## src/rtl/btn_evt_pkg.sv

```systemverilog
// rtl/btn_evt_pkg.sv - shared state encoding and default tick values for btn_event_decoder
//
// Purpose : state type and parameter defaults used by the button event decoder.
// Contents: state_t (3-bit, IDLE=0), DEF_* tick defaults, is_held() helper.
package btn_evt_pkg;

  typedef enum logic [2:0] {
    ST_IDLE   = 3'd0,
    ST_PRESS1 = 3'd1,
    ST_WAIT2  = 3'd2,
    ST_PRESS2 = 3'd3,
    ST_LONG   = 3'd4
  } state_t;

  localparam int DEF_CNT_WIDTH    = 8;
  localparam int DEF_LONG_TICKS   = 100;
  localparam int DEF_DBL_TICKS    = 30;
  localparam int DEF_REPEAT_TICKS = 10;

  // States in which the button is physically down.
  function automatic logic is_held(input state_t s);
    return (s == ST_PRESS1) || (s == ST_PRESS2) || (s == ST_LONG);
  endfunction

endpackage

```

## src/rtl/btn_event_decoder.sv

```systemverilog
// rtl/btn_event_decoder.sv - classifies debounced button activity into single-cycle events
//
// Purpose : turns the debounced button level into SHORT/LONG/DOUBLE/REPEAT pulses,
//           all timing counted in CE ticks.
// Config  : define BTN_AUTOREPEAT_EN to enable auto-repeat while long-held;
//           otherwise o_repeat is tied to 0.
// Ports   : i_clk          system clock
//           i_rst          synchronous reset, active high
//           i_ce           timing tick (enables the tick counter)
//           i_btn_in       debounced button level, synchronous to i_clk
//           o_short_press  1-cycle pulse, single click confirmed
//           o_long_press   1-cycle pulse, hold reached LONG_TICKS
//           o_double_click 1-cycle pulse, second click released
//           o_repeat       1-cycle pulse, auto-repeat tick
//           o_btn_held     level, button down (PRESS1/PRESS2/LONG)
module btn_event_decoder
  import btn_evt_pkg::*;
#(
  parameter int CNT_WIDTH    = DEF_CNT_WIDTH,
  parameter int LONG_TICKS   = DEF_LONG_TICKS,
  parameter int DBL_TICKS    = DEF_DBL_TICKS,
  parameter int REPEAT_TICKS = DEF_REPEAT_TICKS
) (
  input  logic i_clk,
  input  logic i_rst,
  input  logic i_ce,
  input  logic i_btn_in,
  output logic o_short_press,
  output logic o_long_press,
  output logic o_double_click,
  output logic o_repeat,
  output logic o_btn_held
);

`ifndef SYNTHESIS
  if (CNT_WIDTH < 1 || CNT_WIDTH > 31 ||
      LONG_TICKS < 2 || LONG_TICKS >= (1 << CNT_WIDTH) ||
      DBL_TICKS < 1 || DBL_TICKS >= (1 << CNT_WIDTH) ||
      REPEAT_TICKS < 1 || REPEAT_TICKS >= (1 << CNT_WIDTH)) begin : g_param_check
    $error("btn_event_decoder: illegal CNT_WIDTH / *_TICKS parameter combination");
  end
`endif

  // Thresholds compare against cnt before it increments, hence TICKS-1.
  localparam logic [CNT_WIDTH-1:0] LONG_LAST = CNT_WIDTH'(LONG_TICKS - 1);
  localparam logic [CNT_WIDTH-1:0] DBL_LAST  = CNT_WIDTH'(DBL_TICKS - 1);
  localparam logic [CNT_WIDTH-1:0] CNT_MAX   = '1;

  state_t               r_state;
  state_t               w_next_state;
  logic [CNT_WIDTH-1:0] r_cnt;
  logic [CNT_WIDTH-1:0] w_cnt_next;
  logic                 r_btn_q;
  logic                 w_rise;
  logic                 w_fall;
  logic                 w_cnt_clr;
  logic                 w_short;
  logic                 w_long;
  logic                 w_dbl;

  // r_btn_q is 0 out of reset, so a button already down at release reads as a rise.
  assign w_rise = i_btn_in & ~r_btn_q;
  assign w_fall = ~i_btn_in & r_btn_q;

`ifdef BTN_AUTOREPEAT_EN
  localparam logic [CNT_WIDTH-1:0] REP_LAST = CNT_WIDTH'(REPEAT_TICKS - 1);
  logic w_rep;
  // A fall in the same cycle leaves LONG and wins over the repeat.
  assign w_rep     = (r_state == ST_LONG) && !w_fall && i_ce && (r_cnt == REP_LAST);
  assign w_cnt_clr = (w_next_state != r_state) || w_rep;
`else
  assign w_cnt_clr = (w_next_state != r_state);
`endif

  always_comb begin
    w_next_state = r_state;
    w_short      = 1'b0;
    w_long       = 1'b0;
    w_dbl        = 1'b0;
    unique case (r_state)
      ST_IDLE: begin
        if (w_rise) w_next_state = ST_PRESS1;
      end
      ST_PRESS1: begin
        // Releasing on the threshold tick still counts as a click.
        if (w_fall) begin
          w_next_state = ST_WAIT2;
        end else if (i_ce && r_cnt == LONG_LAST) begin
          w_next_state = ST_LONG;
          w_long       = 1'b1;
        end
      end
      ST_WAIT2: begin
        // A second press on the timeout tick still makes a double click.
        if (w_rise) begin
          w_next_state = ST_PRESS2;
        end else if (i_ce && r_cnt == DBL_LAST) begin
          w_next_state = ST_IDLE;
          w_short      = 1'b1;
        end
      end
      ST_PRESS2: begin
        if (w_fall) begin
          w_next_state = ST_IDLE;
          w_dbl        = 1'b1;
        end
      end
      ST_LONG: begin
        if (w_fall) w_next_state = ST_IDLE;
      end
      default: w_next_state = ST_IDLE;
    endcase
  end

  always_comb begin
    w_cnt_next = r_cnt;
    if (w_cnt_clr) begin
      w_cnt_next = '0;
    end else if (i_ce && r_cnt != CNT_MAX) begin
      w_cnt_next = r_cnt + 1'b1;
    end
  end

  always_ff @(posedge i_clk) begin
    if (i_rst) begin
      r_state        <= ST_IDLE;
      r_cnt          <= '0;
      r_btn_q        <= 1'b0;
      o_short_press  <= 1'b0;
      o_long_press   <= 1'b0;
      o_double_click <= 1'b0;
      o_btn_held     <= 1'b0;
    end else begin
      r_state        <= w_next_state;
      r_cnt          <= w_cnt_next;
      r_btn_q        <= i_btn_in;
      o_short_press  <= w_short;
      o_long_press   <= w_long;
      o_double_click <= w_dbl;
      o_btn_held     <= is_held(w_next_state);
    end
  end

`ifdef BTN_AUTOREPEAT_EN
  always_ff @(posedge i_clk) begin
    if (i_rst) begin
      o_repeat <= 1'b0;
    end else begin
      o_repeat <= w_rep;
    end
  end
`else
  assign o_repeat = 1'b0;
`endif

endmodule

```

## config.mk

```make
export PLATFORM = sky130hd
export DESIGN_NAME = btn_event_decoder
export DESIGN_NICKNAME = d
export VERILOG_FILES = /design/src/rtl/btn_evt_pkg.sv /design/src/rtl/btn_event_decoder.sv
export SDC_FILE = /design/constraint.sdc
export NUM_CORES = 1
export LEC_CHECK = 0
export CAP_MARGIN = 15
export CORE_UTILIZATION = 30
export CTS_CLUSTER_DIAMETER = 60
export DETAILED_ROUTE_END_ITERATION = 16
export GPL_ROUTABILITY_DRIVEN = 1
export PLACE_DENSITY_LB_ADDON = 0.2
export SYNTH_ARGS = -nofsm -noshare
export SYNTH_HDL_FRONTEND = slang
export SYNTH_SLANG_ARGS = --single-unit
export TNS_END_PERCENT = 30
```

## constraint.sdc

```tcl
create_clock -name i_clk -period 2.2 [get_ports i_clk]
set_input_delay 0.55 -clock i_clk [delete_from_list [all_inputs] [get_ports i_clk]]
set_output_delay 0.55 -clock i_clk [all_outputs]
set_load 0.02 [all_outputs]
```

Word level (Yosys, flattened, before mapping):

Cells that the tools add are included.

* flip-flop bits (word level): 16
* output and inout bits: 5
* word-level logic and storage cells: 47
* input bits: 4

* reduce and logical (&&, ||, !) cells: 11
* multiplexer cells: 10
* bitwise gates (word level): 7
* add/subtract/negate cells: 1
* equality and inequality tests: 11

Operators with widths (count)
* 3-bit two-way mux: 6
* 3-bit one-hot mux with 4 select lines: 1
* 3-bit by 2-bit equality test with 1-bit output, second input constant: 3
* 8-bit by 1-bit adder with 8-bit output, second input constant: 1
* 8-bit by 5-bit equality test with 1-bit output, second input constant: 1
* 8-bit by 7-bit equality test with 1-bit output, second input constant: 1
* 8-bit inequality test, second input constant: 1
* 3-bit by 1-bit equality test with 1-bit output, second input constant: 2
* 3-bit equality test, second input constant: 2
* 2-bit OR reduction: 3
* 3-bit OR reduction: 2
* 1-bit NOT: 5
* 1-bit logical AND: 3
* 3-bit zero test: 1
* 1-bit two-way mux: 3
* 3-bit inequality test: 1
* 1-bit AND: 2
* 1-bit logical OR: 2

Logic depth before layout (Yosys ltp):

* word-level depth: 8
* depth in mapped cells: 7

Worst setup path before layout:

OpenSTA, ideal clock, no wires.

* kind: input-to-reg
* from: in i_ce
* to: reg r_cnt[0]
* setup slack: 0.323 ns
* stages on the path: 5
* library setup time: 0.145 ns
* data required time: 2.055 ns
* path buffers: 1
* data arrival time: 1.732 ns
* cells stage by stage: clkbuf_1 > nor4b_1 > nand3_1 > o211ai_1 > nor3_1

* word-level cells in the longest chain between the ends: 6

Ends and longest elaborated chain
* start, declared: line btn_event_decoder.sv:26 `input logic i_ce,`
* 1-bit logical AND (on tied branches): line btn_event_decoder.sv:97, btn_event_decoder.sv:88
* 3-bit two-way mux (on tied branches): line btn_event_decoder.sv:97, btn_event_decoder.sv:88
* 3-bit two-way mux (on tied branches): line btn_event_decoder.sv:95, btn_event_decoder.sv:86
* 3-bit one-hot mux with 4 select lines: line btn_event_decoder.sv:80 `unique case (r_state)`
* 3-bit inequality test: line btn_event_decoder.sv:72 `assign w_cnt_clr = (w_next_state != r_state);`
* 2-bit OR reduction (no line)
* end signal, assigned: line btn_event_decoder.sv:135 `r_cnt <= w_cnt_next;`
* end, declared: line btn_event_decoder.sv:51 `logic [CNT_WIDTH-1:0] r_cnt;`

Parallel ways exist; a longest one is shown, timed or not.
A chain may end at the register's enable or synchronous reset.

Worst setup path in the final report:

* from: in i_btn_in
* to: reg r_cnt[3]

* word-level cells in the longest chain between the ends: 6

Ends and longest elaborated chain
* start, declared: line btn_event_decoder.sv:27 `input logic i_btn_in,`
* 1-bit NOT: line btn_event_decoder.sv:63 `assign w_fall = ~i_btn_in & r_btn_q;`
* 1-bit AND: line btn_event_decoder.sv:63
* 3-bit two-way mux (on tied branches): line btn_event_decoder.sv:103, btn_event_decoder.sv:109, btn_event_decoder.sv:86
* 3-bit one-hot mux with 4 select lines (*): line btn_event_decoder.sv:80
* 3-bit inequality test (*): line btn_event_decoder.sv:72
* 2-bit OR reduction (no line) (*)

Every way passes the cells marked *; elsewhere a longest branch is shown, timed or not.

==> flow_metrics.env <==
export IMPL_crit_slowest_cell="clkdlybuf4s50_1"
export IMPL_syn_area_sq_um=862
export IMPL_nets=116
export IMPL_synth_cells=96
export IMPL_vdd_drop_max_uv=213
export IMPL_synth_seq_cells=16
export IMPL_pwr_share_seq_pct=55.3
export IMPL_post_cts_repair_setup_buffers=0
export IMPL_tns_ns=0
export IMPL_grt_pass1_wl_um=2980
export IMPL_hold_viol=0
export IMPL_critPathArrivalTime_ns=2.09
export IMPL_crit_required_ns=2.39
export IMPL_cts_buffers_inserted=3
export IMPL_grt_usage_pct=12.2
export IMPL_dp_hpwl_um=1220
export IMPL_sw_frac_of_total_pct=26.7
export IMPL_setup_viol_count_final=0
export IMPL_grt_max_degree=11
export IMPL_status="complete, no violations"
export IMPL_synthDistinctLibCells=33
export IMPL_first_global_vias=677
export IMPL_switching_power_uw=148
export IMPL_area_delta_synth_final_pct=18.6
export IMPL_root_buffer="clkbuf_4"
export IMPL_hp_class="flop to flop"
export IMPL_chipWidth_um=55.6
export IMPL_post_cts_resize_count=0
export IMPL_grt_overflow_total=0
export IMPL_place_congestion=0.778
export IMPL_htreeDepth=1
export IMPL_drive_above_1_share_pct=17.6
export IMPL_vias=694
export IMPL_rrSetupSlack_ns=0.34
export IMPL_fmaxAchievable_mhz=527
export IMPL_rows=19
export IMPL_path_clk_slew_ns=0.09
export IMPL_period_minus_slack_ns=1.90
export IMPL_worstPathCellList="clkdlybuf4s50_1 > buf_4 > nand3_1 > o21a_1 > o22a_4 > xnor2_4 > a2111oi_2"
export IMPL_fillers=278
export IMPL_whs_ns=0.496
export IMPL_cts_sinks=16
export IMPL_synth_compound_area_share_pct=16.0
export IMPL_wl_per_cell_um=11.7
export IMPL_ys_seq_area_share_pct=37.2
export IMPL_p_int_uw=408
export IMPL_drc_errors=0
export IMPL_cp_top_family="buffers and inverters"
export IMPL_via_per_inst=4.99
export IMPL_muxShareOfSynthArea_pct=3.63
export IMPL_yosys_warnings=0
export IMPL_fin_crit_sh_pct=86.2
export IMPL_syn_nets=102
export IMPL_synth_top_family_by_area="simple AND/OR/NAND/NOR gates"
export IMPL_antenna_found_initial=0
export IMPL_ant_nets=0
export IMPL_critPathBufInv=2
export IMPL_cts_buffer_depth=2
export IMPL_final_max_slew_viol_count=0
export IMPL_dieArea_sq_um=3090
export IMPL_core_sq_um=2730
export IMPL_synth_simple_gate_area_share_pct=27.3
export IMPL_diodes=0
export IMPL_max_stage_delay_ns=0.53
export IMPL_leakagePower_uw=0.000335
export IMPL_synthAdderAreaFrac_pct=2.90
export IMPL_worstSetupPathType="input pin to flop"
export IMPL_power_density_nw_per_um2=544
export IMPL_start_kind="input pin"
export IMPL_start_util_pct=31.5
export IMPL_avgSynthCellArea_sq_um=8.98
export IMPL_ctsHoldBuffers=0
export IMPL_insertion_delay_ns=0.29
export IMPL_cts_tree="yes"
export IMPL_p_clk_share_pct=28.0
export IMPL_routed_wirelength_um=1630
export IMPL_synth_xor_area_share_pct=7.26
export IMPL_rsz0062_at_grt="no"
export IMPL_io_pins=9
export IMPL_first_iter_violations=14
export IMPL_port_buffers=7
export IMPL_dieHeight_um=55.6
export IMPL_finClkSkew_ns=0.00216
export IMPL_cp_end_kind="flop"
export IMPL_worstPathMaxFanout=8
export IMPL_first_pass_iters=4
export IMPL_combPwrFrac_pct=16.7
export IMPL_maxCapViolCount=0
==> synth_stat cells, drive strengths merged <==
library cell	count	area, sq um
nor4	3	18.8
xnor2	4	53.8
o22a	1	17.5
nand3b	1	7.51
nor2b	1	6.26
and3	1	7.51
conb	1	3.75
xor2	1	8.76
or4	1	7.51
nand2b	5	31.3
nand3	5	25.0
ha	2	25.0
clkbuf	3	11.3
o21ai	2	10.0
nor3	9	50.1
mux2	1	11.3
buf	3	20.0
nor2	5	18.8
dfxtp	16	320
a211oi	3	22.5
a21oi	4	20.0
and4	1	8.76
nand2	7	26.3
o21a	1	7.51
nand4	3	18.8
nor4b	1	8.76
mux2i	2	20.0
a2111oi	3	45.0
o211ai	2	15.0
inv	4	15.0
==> through the flow <==
stage	power, uW	setup slack, ns	util, %	instances	cell area (sq um)
floorplan	379	0.323	-	96	862
global placement	408	0.0391	36.6	136	1000
detailed placement	409	0.00913	36.6	136	1000
CTS	564	0.304	37.4	139	1020
global route	586	0.247	37.4	139	1020
finish	557	0.304	37.4	139	1020
==> registers in the layout, summed over array words and instances, names as in the netlist <==
register        cells
o_double_click      1
r_btn_q             1
o_short_press       1
r_state             3
o_long_press        1
o_btn_held          1
r_cnt               8
==> cell families (layout without fill, tap and decap cells) <==
logic type	Yosys count	count (layout)
DFF	16	16
muxes	3	3
adders and majority gates	2	2
and+or+nand+nor	43	43
buffers and inverters	10	22
xor gates and xnor gates	5	5
other	1	1
AOI/OAI and AO/OA	16	16
==> worst paths after layout <==
check                   startpoint               endpoint  depth (start not counted)
max                       i_btn_in  r_cnt[3]$_SDFFE_PP0P_                          7
min             r_btn_q$_SDFF_PP0_  o_btn_held$_SDFF_PP0_                          1
max reg2reg  r_cnt[2]$_SDFFE_PP0P_  r_cnt[3]$_SDFFE_PP0P_                          5
min reg2reg     r_btn_q$_SDFF_PP0_  o_btn_held$_SDFF_PP0_                          1
==> cell usage in the layout, fill, tap and decap left out, drive strengths merged, types with 2 or more instances in the layout <==
cell and n:
inv 4, a21oi 4, nand2 7, nand3 5, o21ai 2, xnor2 4
a2111oi 3, nand2b 5, nor3 9, ha 2, a211oi 3, buf 8
clkdlybuf4s50 7, o211ai 2, nand4 3, nor4 3, mux2i 2, nor2 5
clkbuf 3, dfxtp 16
==> layer usage <==
metal | share of wire (%) | track usage (%)
met2 | 47 | 18.2
met3 | 1.8 | 2.79
met5 | 0 | 0
met4 | 2.1 | 6.79
met1 | 49 | 16.2
==> power groups by stage <==
stage               registers, uW  clock network (uW)  logic (uW)
finish                        308                 156        93.0
global route                  310                 174         102
CTS                           308                 162        94.2
detailed placement            315                   0        93.8
global placement              314                   0        93.6
floorplan                     311                   0        67.9
==> area by class of cell <==
class	count	area (sq um)	area share, %
Sequential cell	16	320	31.3
Tap cell	31	38.8	3.79
Clock buffer	3	22.5	2.20
Timing Repair Buffer	15	130	12.7
Inverter	4	15.0	1.47
Multi-Input combinational cell	70	495	48.5
(Power assumes the default switching activity.)
